===== src/rtl/pma_ser_pkg.sv =====
// pma_ser_pkg: shared defaults and state encoding for the PMA serializer.
package pma_ser_pkg;
  localparam int DEF_WIDTH = 10;
  localparam logic DEF_IDLE_LEVEL = 1'b0;
  typedef enum logic {
    IDLE   = 1'b0,
    ACTIVE = 1'b1
  } state_t;
endpackage


===== src/rtl/word_clk_div.sv =====
// word_clk_div: divides the bit clock by WIDTH into Bit_Rate_10 and decodes
// the capture (cnt WIDTH/2-1 -> WIDTH/2) and boundary (cnt WIDTH-1 -> 0) edges.
module word_clk_div #(
  parameter int WIDTH = 10
) (
  input  logic i_clk,
  input  logic i_rst_n,
  output logic o_bit_rate_10,
  output logic o_cap_edge,
  output logic o_bnd_edge
);
  localparam int CW = $clog2(WIDTH);
  logic [CW-1:0] r_cnt;
  logic [CW-1:0] w_cnt_nxt;
  logic          r_bit_rate_10;
  assign o_bnd_edge    = r_cnt == CW'(WIDTH - 1);
  assign o_cap_edge    = r_cnt == CW'(WIDTH / 2 - 1);
  assign w_cnt_nxt     = o_bnd_edge ? '0 : r_cnt + CW'(1);
  assign o_bit_rate_10 = r_bit_rate_10;
  // Reset to WIDTH-1 so the first edge lands on cnt 0 and raises the word clock.
  always_ff @(posedge i_clk or negedge i_rst_n) begin
    if (!i_rst_n) begin
      r_cnt         <= CW'(WIDTH - 1);
      r_bit_rate_10 <= 1'b0;
    end else begin
      r_cnt         <= w_cnt_nxt;
      r_bit_rate_10 <= w_cnt_nxt < CW'(WIDTH / 2);
    end
  end
endmodule


===== src/rtl/pma_serializer_10b.sv =====
// pma_serializer_10b: captures a code group mid-word and shifts it out one bit
// per bit clock, holding the line at IDLE_LEVEL when the PMA is not enabled.
module pma_serializer_10b
  import pma_ser_pkg::*;
#(
  parameter int   WIDTH      = DEF_WIDTH,
  parameter bit   LSB_FIRST  = 1'b1,
  parameter logic IDLE_LEVEL = DEF_IDLE_LEVEL
) (
  input  logic             Bit_Rate_CLK,
  input  logic             Rst,
  input  logic [WIDTH-1:0] Data_10,
  input  logic             enable_PMA,
  output logic             Bit_Rate_10,
  output logic             TX_Out,
  output logic             TX_Idle,
  output logic             Load_Strobe
);
  logic             w_cap_edge;
  logic             w_bnd_edge;
  logic [WIDTH-1:0] r_hold;
  logic             r_hold_vld;
  logic [WIDTH-1:0] r_shreg;
  state_t           r_state;
  state_t           w_state_nxt;
  logic [WIDTH-1:0] w_src;
  logic [WIDTH-1:0] w_shreg_nxt;
  logic             w_load;
  logic             w_tx_nxt;
  logic             w_idle_nxt;
  function automatic logic [WIDTH-1:0] shift_out(input logic [WIDTH-1:0] v);
    return LSB_FIRST ? {1'b0, v[WIDTH-1:1]} : {v[WIDTH-2:0], 1'b0};
  endfunction
  function automatic logic head(input logic [WIDTH-1:0] v);
    return LSB_FIRST ? v[0] : v[WIDTH-1];
  endfunction
  word_clk_div #(.WIDTH(WIDTH)) u_div (
    .i_clk        (Bit_Rate_CLK),
    .i_rst_n      (Rst),
    .o_bit_rate_10(Bit_Rate_10),
    .o_cap_edge   (w_cap_edge),
    .o_bnd_edge   (w_bnd_edge)
  );
  always_ff @(posedge Bit_Rate_CLK or negedge Rst) begin
    if (!Rst) begin
      r_hold     <= '0;
      r_hold_vld <= 1'b0;
    end else if (w_cap_edge) begin
      r_hold     <= Data_10;
      r_hold_vld <= enable_PMA;
    end
  end
  always_ff @(posedge Bit_Rate_CLK or negedge Rst) begin
    if (!Rst) r_state <= IDLE;
    else r_state <= w_state_nxt;
  end
  // At the boundary bit 0 goes straight from the hold register to the line,
  // so the shift register is loaded already advanced by one position.
  always_comb begin
    w_load      = w_bnd_edge & r_hold_vld;
    w_state_nxt = w_bnd_edge ? (r_hold_vld ? ACTIVE : IDLE) : r_state;
    w_src       = w_bnd_edge ? r_hold : r_shreg;
    w_tx_nxt    = (w_state_nxt == ACTIVE) ? head(w_src) : IDLE_LEVEL;
    w_idle_nxt  = w_state_nxt == IDLE;
    w_shreg_nxt = w_load ? shift_out(r_hold) : (r_state == ACTIVE ? shift_out(r_shreg) : r_shreg);
  end
  always_ff @(posedge Bit_Rate_CLK or negedge Rst) begin
    if (!Rst) begin
      r_shreg     <= '0;
      TX_Out      <= IDLE_LEVEL;
      TX_Idle     <= 1'b1;
      Load_Strobe <= 1'b0;
    end else begin
      r_shreg     <= w_shreg_nxt;
      TX_Out      <= w_tx_nxt;
      TX_Idle     <= w_idle_nxt;
      Load_Strobe <= w_load;
    end
  end
endmodule


===== config.mk =====
export PLATFORM = sky130hd
export DESIGN_NAME = pma_serializer_10b
export DESIGN_NICKNAME = d
export VERILOG_FILES = /design/src/rtl/pma_ser_pkg.sv /design/src/rtl/word_clk_div.sv /design/src/rtl/pma_serializer_10b.sv
export SDC_FILE = /design/constraint.sdc
export NUM_CORES = 1
export LEC_CHECK = 0
export CORE_MARGIN = 4
export CORE_UTILIZATION = 53
export DETAILED_ROUTE_END_ITERATION = 16
export GPL_TIMING_DRIVEN = 0
export PLACE_DENSITY = 0.83
export SLEW_MARGIN = 0
export SYNTH_ARGS = -nofsm -noshare
export SYNTH_HDL_FRONTEND = slang
export SYNTH_SLANG_ARGS = --single-unit

===== constraint.sdc =====
create_clock -name Bit_Rate_CLK -period 1.8 [get_ports Bit_Rate_CLK]
set_input_delay 0.27 -clock Bit_Rate_CLK [delete_from_list [all_inputs] [get_ports Bit_Rate_CLK]]
set_output_delay 0.27 -clock Bit_Rate_CLK [all_outputs]
set_load 0.02 [all_outputs]

# Word-level counts from Yosys, hierarchy flattened
# Cells that the tools add are included.
dict set report totals {
  out_inout_bits 4
  register_bits 30
}
dict set report op_classes {
  bitwise 2
  n_eq_ne 2
  mux 7
  add_sub_neg 1
  magnitude_cmp 1
  reduce_logical 1
}
# cell n
set ops {}
lappend ops {{$mux W10} 2}
lappend ops {{$add A4 B1 Y4 const B} 1}
lappend ops {{$eq A4 B3 Y1 const B} 1}
lappend ops {{$eq A4 B4 Y1 const B} 1}
lappend ops {{$lt A4 B3 Y1 const B} 1}
lappend ops {{$mux W1} 4}
lappend ops {{$mux W4} 1}
lappend ops {{$reduce_bool A2 Y1} 1}
lappend ops {{$and A1 B1 Y1} 1}
lappend ops {{$not A1 Y1} 1}

# Logic depth before layout (Yosys ltp)
dict set report logic_depth {
  ltp_word 3
  ltp_mapped 5
}

# Modules after synthesis
# Synthesis repeated with hierarchy kept, for this count alone.
dict set report unflattened {
  cells_unflattened 93
  area_unflattened_um2 1270.0
}
# module cells_per_inst area_per_inst_um2 instances
set by_module_without_submodules {}
lappend by_module_without_submodules {pma_serializer_10b 72 1032.2 1}
lappend by_module_without_submodules {word_clk_div 21 237.7 1}

# Worst setup path after synthesis
# Ideal clock, no wire load.
dict set report synth_path {
  kind {flip-flop to flip-flop}
  startpoint {register u_div.r_cnt[1]}
  endpoint {register r_hold[1]}
  setup_time_ns 0.125
  arrival_time_ns 1.211
  setup_slack_ns 0.463
  t_required_ns 1.675
  path_stages_with_launch 5
  path_cell_list {dfrtp_1 nand2b_4 nor3_2 buf_6 mux2_4}
}
dict set report synth_between {
  elab_chain_cells 1
}
# item line
set synth_rtl {}
lappend synth_rtl {{start, declared} word_clk_div.sv:13} ;# logic [CW-1:0] r_cnt;
lappend synth_rtl {{start signal, assigned} word_clk_div.sv:23} ;# r_cnt <= CW'(WIDTH - 1);
lappend synth_rtl {{start signal, assigned} word_clk_div.sv:26} ;# r_cnt <= w_cnt_nxt;
lappend synth_rtl {{$eq A4 B3 Y1} word_clk_div.sv:17} ;# assign o_cap_edge = r_cnt == CW'(WIDTH / 2 - 1);
lappend synth_rtl {{end signal, assigned} pma_serializer_10b.sv:49} ;# r_hold <= Data_10;
lappend synth_rtl {{end, declared} pma_serializer_10b.sv:21} ;# logic [WIDTH-1:0] r_hold;
# Every way passes these cells.
# A chain may end at the register's enable or synchronous reset.

# Worst setup path in the final report
dict set report layout_path {
  startpoint {register TX_Idle}
  endpoint {output TX_Idle}
}
# item line
set layout_rtl {}
lappend layout_rtl {{start, declared} pma_serializer_10b.sv:16} ;# output logic TX_Idle,
lappend layout_rtl {{start signal, assigned} pma_serializer_10b.sv:76} ;# TX_Idle <= w_idle_nxt;
# No word-level cell between the ends.

==> impl_table.tex <==
\begin{tabular}{lr}
\hline
Metric & Value \\
\hline
\multicolumn{2}{l}{\textbf{Critical path}} \\
Crit. Startpoint & TX\_Idle\$\_DFF\_PN1\_ \\
Highest-delay cell along the critical path & clkdlybuf4s50\_1 \\
Max stage delay on crit path & 0.59 ns \\
Endpoint of the worst register-to-register path & r\_hold[8]\$\_DFFE\_PN0N\_ \\
Critical Path Start Type & register \\
Critical Path, Cell by Cell & clkdlybuf4s50\_1 \\
Reg2reg setup slack & about 0.34 ns \\
Data arrival at the endpoint of the critical path & 1.44 ns \\
Crit Path Category & register to output port \\
Crit path max-delay family & buffers and inverters \\
CP required & 1.53 ns \\
Worst Path Max Fanout & 1 \\
Origin of the critical flop-to-flop path & u\_div.r\_cnt[1]\$\_DFF\_PN0\_ \\
CP Depth & 1 \\
Critical Path End & TX\_Idle \\
Category of the worst setup path capture point & output port \\
Buffers and inverters on the worst path & 1 \\
Worst r2r path cells & 4 \\
\multicolumn{2}{l}{\textbf{Synth}} \\
Post-synthesis cell area & between 1000 and 1500 um\^{}2 \\
Yosys top cell area share & 0.504 \\
Post-Synthesis Mean Instance Area & about 13 um\^{}2 \\
Async set or reset register ratio after synthesis & 1.00 \\
Most numerous cell types in the synthesized netlist & 26 x dfrtp\_1, 11 x o21ai\_0, 10 x mux2\_4, 10 x nand3\_1, 9 x mux2i\_1 \\
Number of register bits inferred by synthesis & 29 \\
Syn Nets & 110 \\
Leading cell type by number of instances after synthesis & dfrtp\_1 \\
Post-synthesis sequential area ratio & 0.565 \\
Total number of yosys warnings & 0 \\
Number of enable flip-flop cells after synthesis & 0 \\
Gate count of the mapped netlist & a little under 100 \\
Top\_reg\_cell synth & dfrtp\_1 \\
Cell accounting for the most synthesized area & dfrtp\_1 \\
Main area contributors after synthesis & dfrtp\_1 50\%, mux2\_4 12\%, mux2i\_1 7.0\% \\
Number of distinct library cell variants in the gate-level netlist after synthesis & 26 \\
\multicolumn{2}{l}{\textbf{Min path}} \\
Type of the tightest min-delay check & input port to async pin \\
\multicolumn{2}{l}{\textbf{Timing}} \\
Highest clock rate & 586 MHz \\
Number of failing setup endpoints in the final timing report & 0 \\
Clock skew & approximately 0.0070 ns \\
Final critical-path share of the clock period & 0.948 \\
Relative slew slack & 0.592 \\
Tmin final & between 1.5 and 2 ns \\
Worst path setup slack after routing & between 0.09 and 0.1 ns \\
Slew at the pin with the worst max-slew slack & $\sim$0.61 ns \\
Final Slew Violations & 0 \\
Setup total negative slack & 0 ns \\
Unrepaired setup endpoints after global routing & no \\
Final hold vios & 0 \\
\multicolumn{2}{l}{\textbf{Final layout}} \\
Fraction of final layout cells sized beyond drive strength 1 & 0.287 \\
Util after Layout & 0.686 \\
Area growth, synth to finish & 20.9\% \\
Total number of nets in the final design & between 100 and 150 \\
Count of inserted antenna diode cells & 0 \\
\multicolumn{2}{l}{\textbf{Routing}} \\
Detail Route Antenna Nets & 0 \\
Drt pass-1 iters & 4 \\
Routed wire per std cell & about 15 um \\
Number of design-rule violations left by the first detailed-router iteration & 6 \\
Via-to-Cell Ratio & 5.35 \\
Final Routed Wirelength & roughly 2200 um \\
DRC Markers & 0 \\
DR vias & about 800 \\
\multicolumn{2}{l}{\textbf{Die}} \\
Height of the die & roughly 57 um \\
Core box area & about 2300 um\^{}2 \\
Initial Util & 0.567 \\
Die boundary width & $\sim$57 um \\
IO Pins & 17 \\
Number of core rows & 17 \\
DIE AREA & between 3000 and 4000 um\^{}2 \\
\multicolumn{2}{l}{\textbf{GRT}} \\
All-Layer GR Usage & 0.158 \\
Pin count of the biggest net entering global routing & 30 \\
Final global-route overflow total & 0 \\
Wire length of the first global-routing pass & around 3800 um \\
Via count of the first global-routing pass & 800 \\
Number of antenna violations at the first check in global routing & 0 \\
\multicolumn{2}{l}{\textbf{Clock network}} \\
\# clock sinks & 29 \\
Clock-pin slew on the worst setup and hold paths & about 0.090 ns \\
Buffers from clock root to sink, at most & 2 \\
TritonCTS buffer count & 5 \\
Root buffer selected by CTS & clkbuf\_4 \\
Post-CTS Setup Inserts & 0 \\
Worst-Skew Late Latency & between 0.3 and 0.4 ns \\
Clock tree from TritonCTS & yes \\
Number of H-tree branching levels & 2 \\
\multicolumn{2}{l}{\textbf{Pwr}} \\
Pwr Density & about 830 nW/um\^{}2 \\
Max IR drop VDD & approximately 0.00076 V \\
Static Leakage & $\sim$0.72 nW \\
\multicolumn{2}{l}{\textbf{Place}} \\
Final weighted congestion in routability-driven placement & between 0.7 and 0.8 \\
Port Buffer Count & 16 \\
Half-perimeter wire length after detailed placement & approximately 1600 um \\
Post-Place Setup Slack & about 0.0035 ns \\
\multicolumn{2}{l}{\textbf{Outcome}} \\
Result of the run & completed \\
\multicolumn{2}{l}{\textbf{Run}} \\
Maximum Capacitance Violations & 0 \\
\hline
\end{tabular}
-- final cells by class --
cell class                 instances  area [um^2]
sequential                        29          729
tap                               28         35.0
buffer                             6         60.1
clock inverter                     1         5.00
timing repair buffer              17          165
multi-input combinational         59          488
clock buffer                       7         65.1
fill                             171          714
inverter                           3         13.8
-- power by group --
group	internal, mW	total, mW	switching [mW]
combinational	0.0713	0.125	0.0535
clock	0.226	0.452	0.226
sequential	0.695	0.719	0.0240
-- placed cells by master, fill, tap and decap left out, drive strengths merged --
master	n
dfstp	3
nand2b	2
o2bb2ai	1
clkdlybuf4s50	15
xnor2	1
mux2	11
nand2	6
dfrtp	26
and4bb	1
mux2i	9
clkinv	1
nand3	10
a22o	1
nor3	1
buf	5
inv	3
o21ai	12
nor2	2
dlygate4sd3	1
clkbuf	9
and3	1
a31o	1
-- metal layers --
layer  wire [um]  vias up  GRT usage
li1            -      388          -
met2        1090       15      0.240
met4          55        0     0.0795
met3         123        7     0.0769
met5           0        -          0
met1         934      393      0.186
-- repair_timing --
| item | in CTS | in global routing |
|---|---|---|
| hold endpoints to repair | 0 | 26 |
| hold buffers | 0 | 1 |
| gates resized for setup | 0 | 0 |
-- metrics by stage --
stage	power, mW	hold slack (ns)	cells	instance area, um^2
floorplan	0.792	-0.0256	97	1290
global placement	0.850	0.486	141	1490
detailed placement	0.857	0.498	141	1490
CTS	1.31	0.522	149	1560
global route	1.36	0.515	150	1560
finish	1.30	0.472	150	1560
-- kinds of logic (layout without fill, tap and decap cells) --
kind of cell,Yosys count,count (layout),synth area share
xor+xnor,1,1,0.00678
compound gates,15,15,0.0678
buf+inv,9,34,0.0572
mux,20,20,0.195
flops,29,29,0.565
simple gates,23,23,0.109
-- worst min-delay path by stage --
stage,end,cells past startpoint,slack [ns],startpoint
2_1_floorplan,Load_Strobe$_DFF_PN0_,0,-0.03,Rst
3_3_place_gp,r_shreg[8]$_DFFE_PN0P_,1,0.49,r_shreg[8]$_DFFE_PN0P_
3_5_place_dp,r_hold[9]$_DFFE_PN0N_,1,0.50,r_hold[9]$_DFFE_PN0N_
4_1_cts,r_shreg[8]$_DFFE_PN0P_,1,0.52,r_shreg[8]$_DFFE_PN0P_
5_1_grt,r_hold[6]$_DFFE_PN0N_,2,0.51,Data_10[6]
6_report,r_hold[5]$_DFFE_PN0N_,2,0.47,Rst
-- sequential cells by signal, indices dropped and copies added, names as in the netlist --
signal	flops
TX_Idle	1
TX_Out	1
r_shreg	9
r_state	1
r_hold	10
r_hold_vld	1
Load_Strobe	1
u_div.o_bit_rate_10	1
u_div.r_cnt	4
No activity file was read; power rests on OpenSTA's default activity.
